### config.mk
export PLATFORM = sky130hd
export DESIGN_NAME = bus_arbiter
export DESIGN_NICKNAME = d
export VERILOG_FILES = /design/src/rtl/bus_pkg.sv /design/src/rtl/bus_arbiter_prio_enc.sv /design/src/rtl/bus_arbiter.sv
export SDC_FILE = /design/constraint.sdc
export NUM_CORES = 1
export LEC_CHECK = 0
export BUFFER_PORTS_ARGS = -buffer_cell sky130_fd_sc_hd__buf_2
export CORE_AREA = 2 2 39 41
export CTS_CLUSTER_DIAMETER = 30
export DETAILED_ROUTE_END_ITERATION = 8
export DIE_AREA = 0 0 41 43
export GPL_ROUTABILITY_DRIVEN = 1
export GPL_TIMING_DRIVEN = 0
export PLACE_DENSITY = 0.68
export SLEW_MARGIN = 20
export SYNTH_ARGS = -nofsm -noshare
export SYNTH_HDL_FRONTEND = slang
export SYNTH_SLANG_ARGS = --single-unit
### constraint.sdc
create_clock -name clk -period 1.6 [get_ports clk]
set_input_delay 0.32 -clock clk [delete_from_list [all_inputs] [get_ports clk]]
set_output_delay 0.32 -clock clk [all_outputs]
set_load 0.01 [all_outputs]
### src/rtl/bus_pkg.sv
// Shared definitions for the system bus arbiter and the bus mux.
package bus_pkg;

   typedef enum logic {
      IDLE = 1'b0,
      BUSY = 1'b1
   } arb_state_t;

   localparam int NUM_MASTERS = 2;
   localparam int MAX_MASTERS = 8;

   // One-hot decode of a master index, sized for the largest supported bus.
   function automatic logic [MAX_MASTERS-1:0] onehot(input logic [2:0] idx);
      logic [MAX_MASTERS-1:0] vec;
      vec      = '0;
      vec[idx] = 1'b1;
      return vec;
   endfunction

endpackage

### src/rtl/bus_arbiter_prio_enc.sv
// Lowest-index-first priority encoder over an N-bit request vector.
module prio_enc #(
   parameter  int N = 2,
   localparam int W = $clog2(N)
) (
   input  logic [N-1:0] req,
   output logic         valid,
   output logic [W-1:0] idx
);

   // Scan from the top down so the lowest set bit is the last one written.
   always_comb begin
      valid = |req;
      idx   = '0;
      for (int i = N - 1; i >= 0; i--) begin
         if (req[i]) idx = W'(i);
      end
   end

endmodule

### src/rtl/bus_arbiter.sv
// Central bus arbiter: one-hot grant, no pre-emption, one outstanding split
// transaction with top-priority re-grant of the parked master on resume.
module bus_arbiter
   import bus_pkg::*;
#(
   parameter  int NUM_MASTERS = bus_pkg::NUM_MASTERS,
   localparam int IDW         = $clog2(NUM_MASTERS)
) (
   input  logic                   clk,
   input  logic                   rstn,
   input  logic [NUM_MASTERS-1:0] breq,
   output logic [NUM_MASTERS-1:0] bgrant,
   output logic [IDW-1:0]         grant_id,
   output logic                   bus_busy,
   input  logic                   s_split,
   input  logic                   s_resume,
   output logic [NUM_MASTERS-1:0] m_split,
   output logic                   split_err
);

   arb_state_t             state, state_nxt;
   logic [NUM_MASTERS-1:0] bgrant_nxt, m_split_nxt, elig;
   logic [IDW-1:0]         grant_id_nxt, split_owner, split_owner_nxt;
   logic [IDW-1:0]         resume_id, resume_id_nxt, win_id, enc_idx;
   logic                   bus_busy_nxt, split_err_nxt, resume_flag, resume_flag_nxt;
   logic                   enc_valid, win, split_pending, resume_now;

   assign elig          = breq & ~m_split;
   assign split_pending = |m_split;
   assign resume_now    = s_resume && split_pending;

   prio_enc #(.N(NUM_MASTERS)) u_prio_enc (
      .req   (elig),
      .valid (enc_valid),
      .idx   (enc_idx)
   );

   // Resume is applied after arbitration so a resume arriving on the same
   // edge that grants a previously resumed master still leaves its flag set.
   always_comb begin
      state_nxt       = state;
      bgrant_nxt      = bgrant;
      grant_id_nxt    = grant_id;
      m_split_nxt     = m_split;
      split_owner_nxt = split_owner;
      resume_flag_nxt = resume_flag;
      resume_id_nxt   = resume_id;
      split_err_nxt   = split_err;
      win             = 1'b0;
      win_id          = enc_idx;

      case (state)
         IDLE: begin
            if (resume_flag && breq[resume_id]) begin
               win    = 1'b1;
               win_id = resume_id;
            end else if (enc_valid) begin
               win    = 1'b1;
               win_id = enc_idx;
            end
            if (win) begin
               state_nxt    = BUSY;
               bgrant_nxt   = NUM_MASTERS'(onehot(3'(win_id)));
               grant_id_nxt = win_id;
               if (win_id == resume_id) resume_flag_nxt = 1'b0;
            end
         end
         BUSY: begin
            if (s_split && (!split_pending || resume_now)) begin
               m_split_nxt[grant_id] = 1'b1;
               split_owner_nxt       = grant_id;
               bgrant_nxt            = '0;
               state_nxt             = IDLE;
            end else begin
               if (s_split) split_err_nxt = 1'b1;
               if (!breq[grant_id]) begin
                  bgrant_nxt = '0;
                  state_nxt  = IDLE;
               end
            end
         end
         default: begin
            bgrant_nxt = '0;
            state_nxt  = IDLE;
         end
      endcase

      if (resume_now) begin
         m_split_nxt[split_owner] = 1'b0;
         resume_flag_nxt          = 1'b1;
         resume_id_nxt            = split_owner;
      end

      bus_busy_nxt = (state_nxt == BUSY);
   end

   // All outputs are registered; reset drops them without waiting for a clock.
   always_ff @(posedge clk or negedge rstn) begin
      if (!rstn) begin
         state       <= IDLE;
         bgrant      <= '0;
         grant_id    <= '0;
         bus_busy    <= 1'b0;
         m_split     <= '0;
         split_err   <= 1'b0;
         split_owner <= '0;
         resume_flag <= 1'b0;
         resume_id   <= '0;
      end else begin
         state       <= state_nxt;
         bgrant      <= bgrant_nxt;
         grant_id    <= grant_id_nxt;
         bus_busy    <= bus_busy_nxt;
         m_split     <= m_split_nxt;
         split_err   <= split_err_nxt;
         split_owner <= split_owner_nxt;
         resume_flag <= resume_flag_nxt;
         resume_id   <= resume_id_nxt;
      end
   end

endmodule

### Word level (Yosys, flattened, before mapping)

Index checks and enable logic that the tools add are counted.

| word-level totals | value |
|---|---|
| bits in registers | 10 |
| input bits | 6 |

| cells by class | value |
|---|---|
| magnitude comparators | 7 |
| equality and inequality tests | 4 |
| muxes and demuxes | 32 |
| bitwise operators | 7 |
| reduce and logical (&&, ||, !) cells | 17 |

Operators by type and width:

| kind | number |
|---|---|
| 2-to-1 mux 1 bit | 21 |
| 2-to-1 mux 2 bit | 6 |
| logical AND 1 bit | 6 |
| < comparator 1 x 2 -> 1 bit, second input constant | 3 |
| AND reduction 2 bit | 3 |
| AND reduction 3 bit | 2 |
| bitwise AND 2 bit | 2 |
| < comparator 1 x 4 -> 1 bit, second input constant | 1 |
| != test 2 x 1 -> 1 bit, second input constant | 2 |
| NOT 2 bit | 2 |
| one-hot mux 2 bit (2 select lines) | 1 |
| nonzero test 2 bit | 2 |
| OR reduction 2 bit | 2 |
| demux 1 bit (select 1 bit) | 3 |
| >= comparator 1 bit, second input constant | 3 |
| != test 3 bit, second input constant | 1 |
| NOT 1 bit | 2 |
| bitwise OR 2 bit | 1 |
| one-hot mux 1 bit (2 select lines) | 1 |
| == test 1 bit | 1 |
| zero test 1 bit | 1 |
| logical OR 1 bit | 1 |

### Longest topological paths before layout

| logic depth | value |
|---|---|
| depth in word-level cells | 12 |
| depth in mapped cells | 5 |
| mapped depth without buffers | 4 |

### Modules after synthesis

A second synthesis with hierarchy kept.

| second synthesis, totals | value |
|---|---|
| cells, all modules | 51 |
| area, all modules | 543.0 um^2 |

By module, submodules not included:

| module | times used | cells an instance | area an instance (um^2) |
|---|---|---|---|
| bus_arbiter | 1 | 49 | 530.5 |
| prio_enc | 1 | 2 | 12.5 |

### Worst setup path after synthesis

OpenSTA, ideal clock, no wires.

| path | value |
|---|---|
| path kind | reg-to-reg |
| from | register m_split[1] |
| to | register split_owner |
| arrival time | 1.235 ns |
| setup slack | 0.240 ns |
| cell stages (with the launch flop) | 5 |
| path through | dfrtp_1 -> buf_6 -> o21bai_2 -> nor2b_4 -> mux2_2 |

| on the way | value |
|---|---|
| longest elaborated chain between the ends | 5 |
| elaborated cells on any way between the ends | 6 |
| classes of those cells | reduce/logical: 6 |

RTL lines:

| element | line | RTL |
|---|---|---|
| start, declared | bus_arbiter.sv:17 | `output logic [NUM_MASTERS-1:0] m_split,` |
| start signal, assigned | bus_arbiter.sv:114 | `m_split <= m_split_nxt;` |
| OR reduction 2 bit * | bus_arbiter.sv:29 | `assign split_pending = \|m_split;` |
| zero test 1 bit / logical AND 1 bit (equally long branches) | bus_arbiter.sv:69, bus_arbiter.sv:30 |  |
| logical OR 1 bit * | bus_arbiter.sv:69 | `if (s_split && (!split_pending \|\| resume_now)) begin` |
| logical AND 1 bit * | bus_arbiter.sv:69 |  |
| AND reduction 2 bit (no source line) * | - |  |
| end signal, assigned | bus_arbiter.sv:116 | `split_owner <= split_owner_nxt;` |
| end, declared | bus_arbiter.sv:23 | `logic [IDW-1:0] grant_id_nxt, split_owner, split_owner_nxt;` |

Every way passes the cells marked *; elsewhere a longest branch is shown, timed or not.
A chain may end at the register's enable or synchronous reset.

### Final worst setup path

Ends and elaborated chain as after synthesis.

==> summary.txt <==
Route
  • First drt pass iteration count: 4
  • Drt initial violations: 9
  • Residual DRC: 0
  • Drt wl/cell: about 13 microns
  • Antenna Nets Post-Route: 0
  • Via count: 436
  • Detailed-route wire length: around 1100 microns
  • Routed vias/inst: slightly above 5

Global route
  • Initial antenna violation count: 0
  • Grt ovf: 0
  • GRT Overall Usage: between 10% and 20%
  • Vias in the first global route: slightly below 400
  • Pin count of the biggest net entering global routing: 11
  • First-pass GRT wire length: around 1700 microns

Pwr
  • Power per cell area: 1960 nW/um^2
  • Leak pwr: around 0.00032 uW
  • Peak VDD IR: between 700 and 800 uV

Setup path
  • Critical Path Fanout Max: 8
  • FF-to-FF setup slack: 0.20 ns
  • CP Capture Type: flip-flop
  • Critical Path Source Type: flip-flop
  • Setup crit end: split_owner
  • Worst R2R End: split_owner
  • Crit Path Class: reg -> reg
  • Arrival @ worst endpoint: approximately 1.6 ns
  • Reg-to-Reg Start: m_split[1]
  • Critical Path Source: m_split[1]
  • Path depth of the worst reg2reg path: 4
  • WP data required: roughly 1.8 ns

Layout
  • Fin nets: between 70 and 80
  • Fin area: just under 700 sq um
  • # diodes: 0
  • Fin cells: 85
  • Area delta synth->final: 23.0%
  • Layout cells sized above 1: 40.6%

Synthesis
  • EDFF count, synth: 0
  • Post-synth top area share: a little under half
  • Most frequent cell after synthesis: dfrtp_1
  • Area leader, netlist: dfrtp_1
  • Synthesized instance count: 52
  • Synth Net Count: 58
  • Yosys reg bits: 10
  • Yosys warns: 0
  • Synth cell types: 26
  • Top post-synthesis cells by area: dfrtp_1, nor2b_4, a221oi_4
  • Post-synthesis cell area: 549 sq um
  • Ys flop type: dfrtp_1
  • Syn avg cell area: around 11 sq um
  • Post-synthesis async set-or-reset flop share: 100%
  • Share of synthesized area occupied by flip-flops and latches: a little under half
  • Commonest cells post-synth: dfrtp_1, a21oi_1, nand2_1, nor2_1, inv_1

Place
  • I/O Buffers: 12
  • Post-Place Cells: 80
  • RePlAce Congestion: 0.745
  • Post-detail-place hpwl: 812 microns
  • Dpl cell area: around 630 sq um

CTS
  • CTS tree: done
  • Clk slew on worst S/H paths: around 0.06 ns
  • Post-CTS Setup Inserts: 0
  • Resize count post-CTS: 0
  • Clk Tree Root Cell: clkbuf_4
  • H-tree depth: 1
  • CTS sink count: 10
  • Clock buffer count from CTS: 3
  • Clock buffer depth: 2
  • Skew-Pair Late Insertion Delay: 0.27 ns

STA
  • Worst-Margin Slew: around 0.31 ns
  • Worst Skew: just over 0.001 ns
  • RSZ-0062 raised after global routing: false
  • Fin. max-slew vios: 0
  • # setup viols final: 0
  • Fin crit share: between 80% and 90%
  • Slew HR: between 70% and 80%
  • Crit path time final: about 1.4 ns
  • Maximum clock frequency: 0.715 GHz
  • Endpoints failing hold: 0
  • Setup TNS: 0 ns

Floorplanning
  • Die H: ~43 microns
  • DIE WIDTH: slightly above 40 microns
  • Die Footprint: 1760 sq um
  • Boundary Pins: 13
  • FP Rows: 14
  • Effective utilization at floorplan: between 30 and 40%
  • Placeable Area: roughly 1400 sq um

Hold path
  • Hold crit path type: in -> reg

Job
  • Max-cap viol count: 0

Run status
  • Status: finished clean
==> sequential cells by signal (all words and copies together) (netlist names) <==
name,cells
bgrant,2
m_split,2
grant_id,1
resume_flag,1
resume_id,1
split_err,1
split_owner,1
state,1
==> worst min path at each step <==
stage / depth (start not counted) / slack, ns / start / end
final: 3 / 0.38 / breq[1] / grant_id
after global routing: 3 / 0.40 / breq[1] / grant_id
after CTS: 3 / 0.39 / breq[1] / grant_id
after detailed placement: 1 / 0.19 / rstn / resume_id
after global placement: 1 / 0.19 / rstn / m_split[1]
after floorplan: 0 / 0.02 / rstn / bgrant[0]
==> report_power, final <==
group / total (uW) / switching, uW / leakage, uW / internal (uW)
sequential: 511 / 142 / 0.000120 / 369
clock: 226 / 88.2 / 0.0000210 / 138
combinational: 584 / 287 / 0.000179 / 297
total: 1320 / 518 / 0.000321 / 804
==> metrics by stage <==
stage / hold slack [ns] / setup slack, ns / power, uW / utilization [%]
2_1_floorplan: 0.0244 / 0.240 / 926 / -
3_3_place_gp: 0.193 / 0.237 / 1080 / 45.5
3_5_place_dp: 0.194 / 0.204 / 1100 / 45.5
4_1_cts: 0.388 / 0.192 / 1330 / 48.8
5_1_grt: 0.398 / 0.141 / 1430 / 48.8
6_report: 0.384 / 0.202 / 1320 / 48.8
==> layout make-up <==
type,instances,area (sq um)
fillers,135,708
multi-input cells,37,273
flip-flops and latches,10,250
repair buffers,13,70.1
clock buffers,4,36.3
well taps,16,20.0
inverters,4,15.0
plain buffers,1,11.3
==> cell families after synthesis <==
family / synth area share, %
AND/OR/NAND/NOR: 20.3
AO/OA/AOI/OAI: 27.3
multiplexers: 2.05
buffers and inverters: 4.78
flip-flops: 45.6
==> critical path, stage by stage, from the launching register on <==
cell      delay, ns
dfrtp_1        0.38
buf_6          0.14
o21bai_2       0.21
nor2b_4        0.21
mux2_2         0.34
==> timing repair <==
action	in CTS	in global routing
hold endpoints to repair	10	0
hold buffers	1	0
setup endpoints to repair	0	0
==> cell usage in the layout, fill, tap and decap left out, drive strengths merged <==
| cell | count |
|---|---|
| a32o | 1 |
| a22oi | 1 |
| o21bai | 2 |
| mux2 | 1 |
| dfrtp | 10 |
| a221oi | 1 |
| and2 | 1 |
| clkbuf | 4 |
| nor2b | 3 |
| nor4 | 1 |
| a21oi | 5 |
| o21ai | 3 |
| a21o | 1 |
| dlygate4sd3 | 1 |
| buf | 13 |
| nor3b | 1 |
| o21a | 1 |
| nor2 | 5 |
| nand3b | 1 |
| nand3 | 1 |
| inv | 4 |
| nand2 | 5 |
| a31oi | 1 |
| o22ai | 1 |
| o31ai | 1 |
==> per-layer routing <==
metal	vias to the layer above	share of wire, %	global-route usage, %
met5	-	0	0
met2	12	44	20.9
li1	218	-	-
met4	0	3.6	10.0
met3	5	5.5	4.71
met1	201	46	20.3
Power figures use the tool's default switching activity.
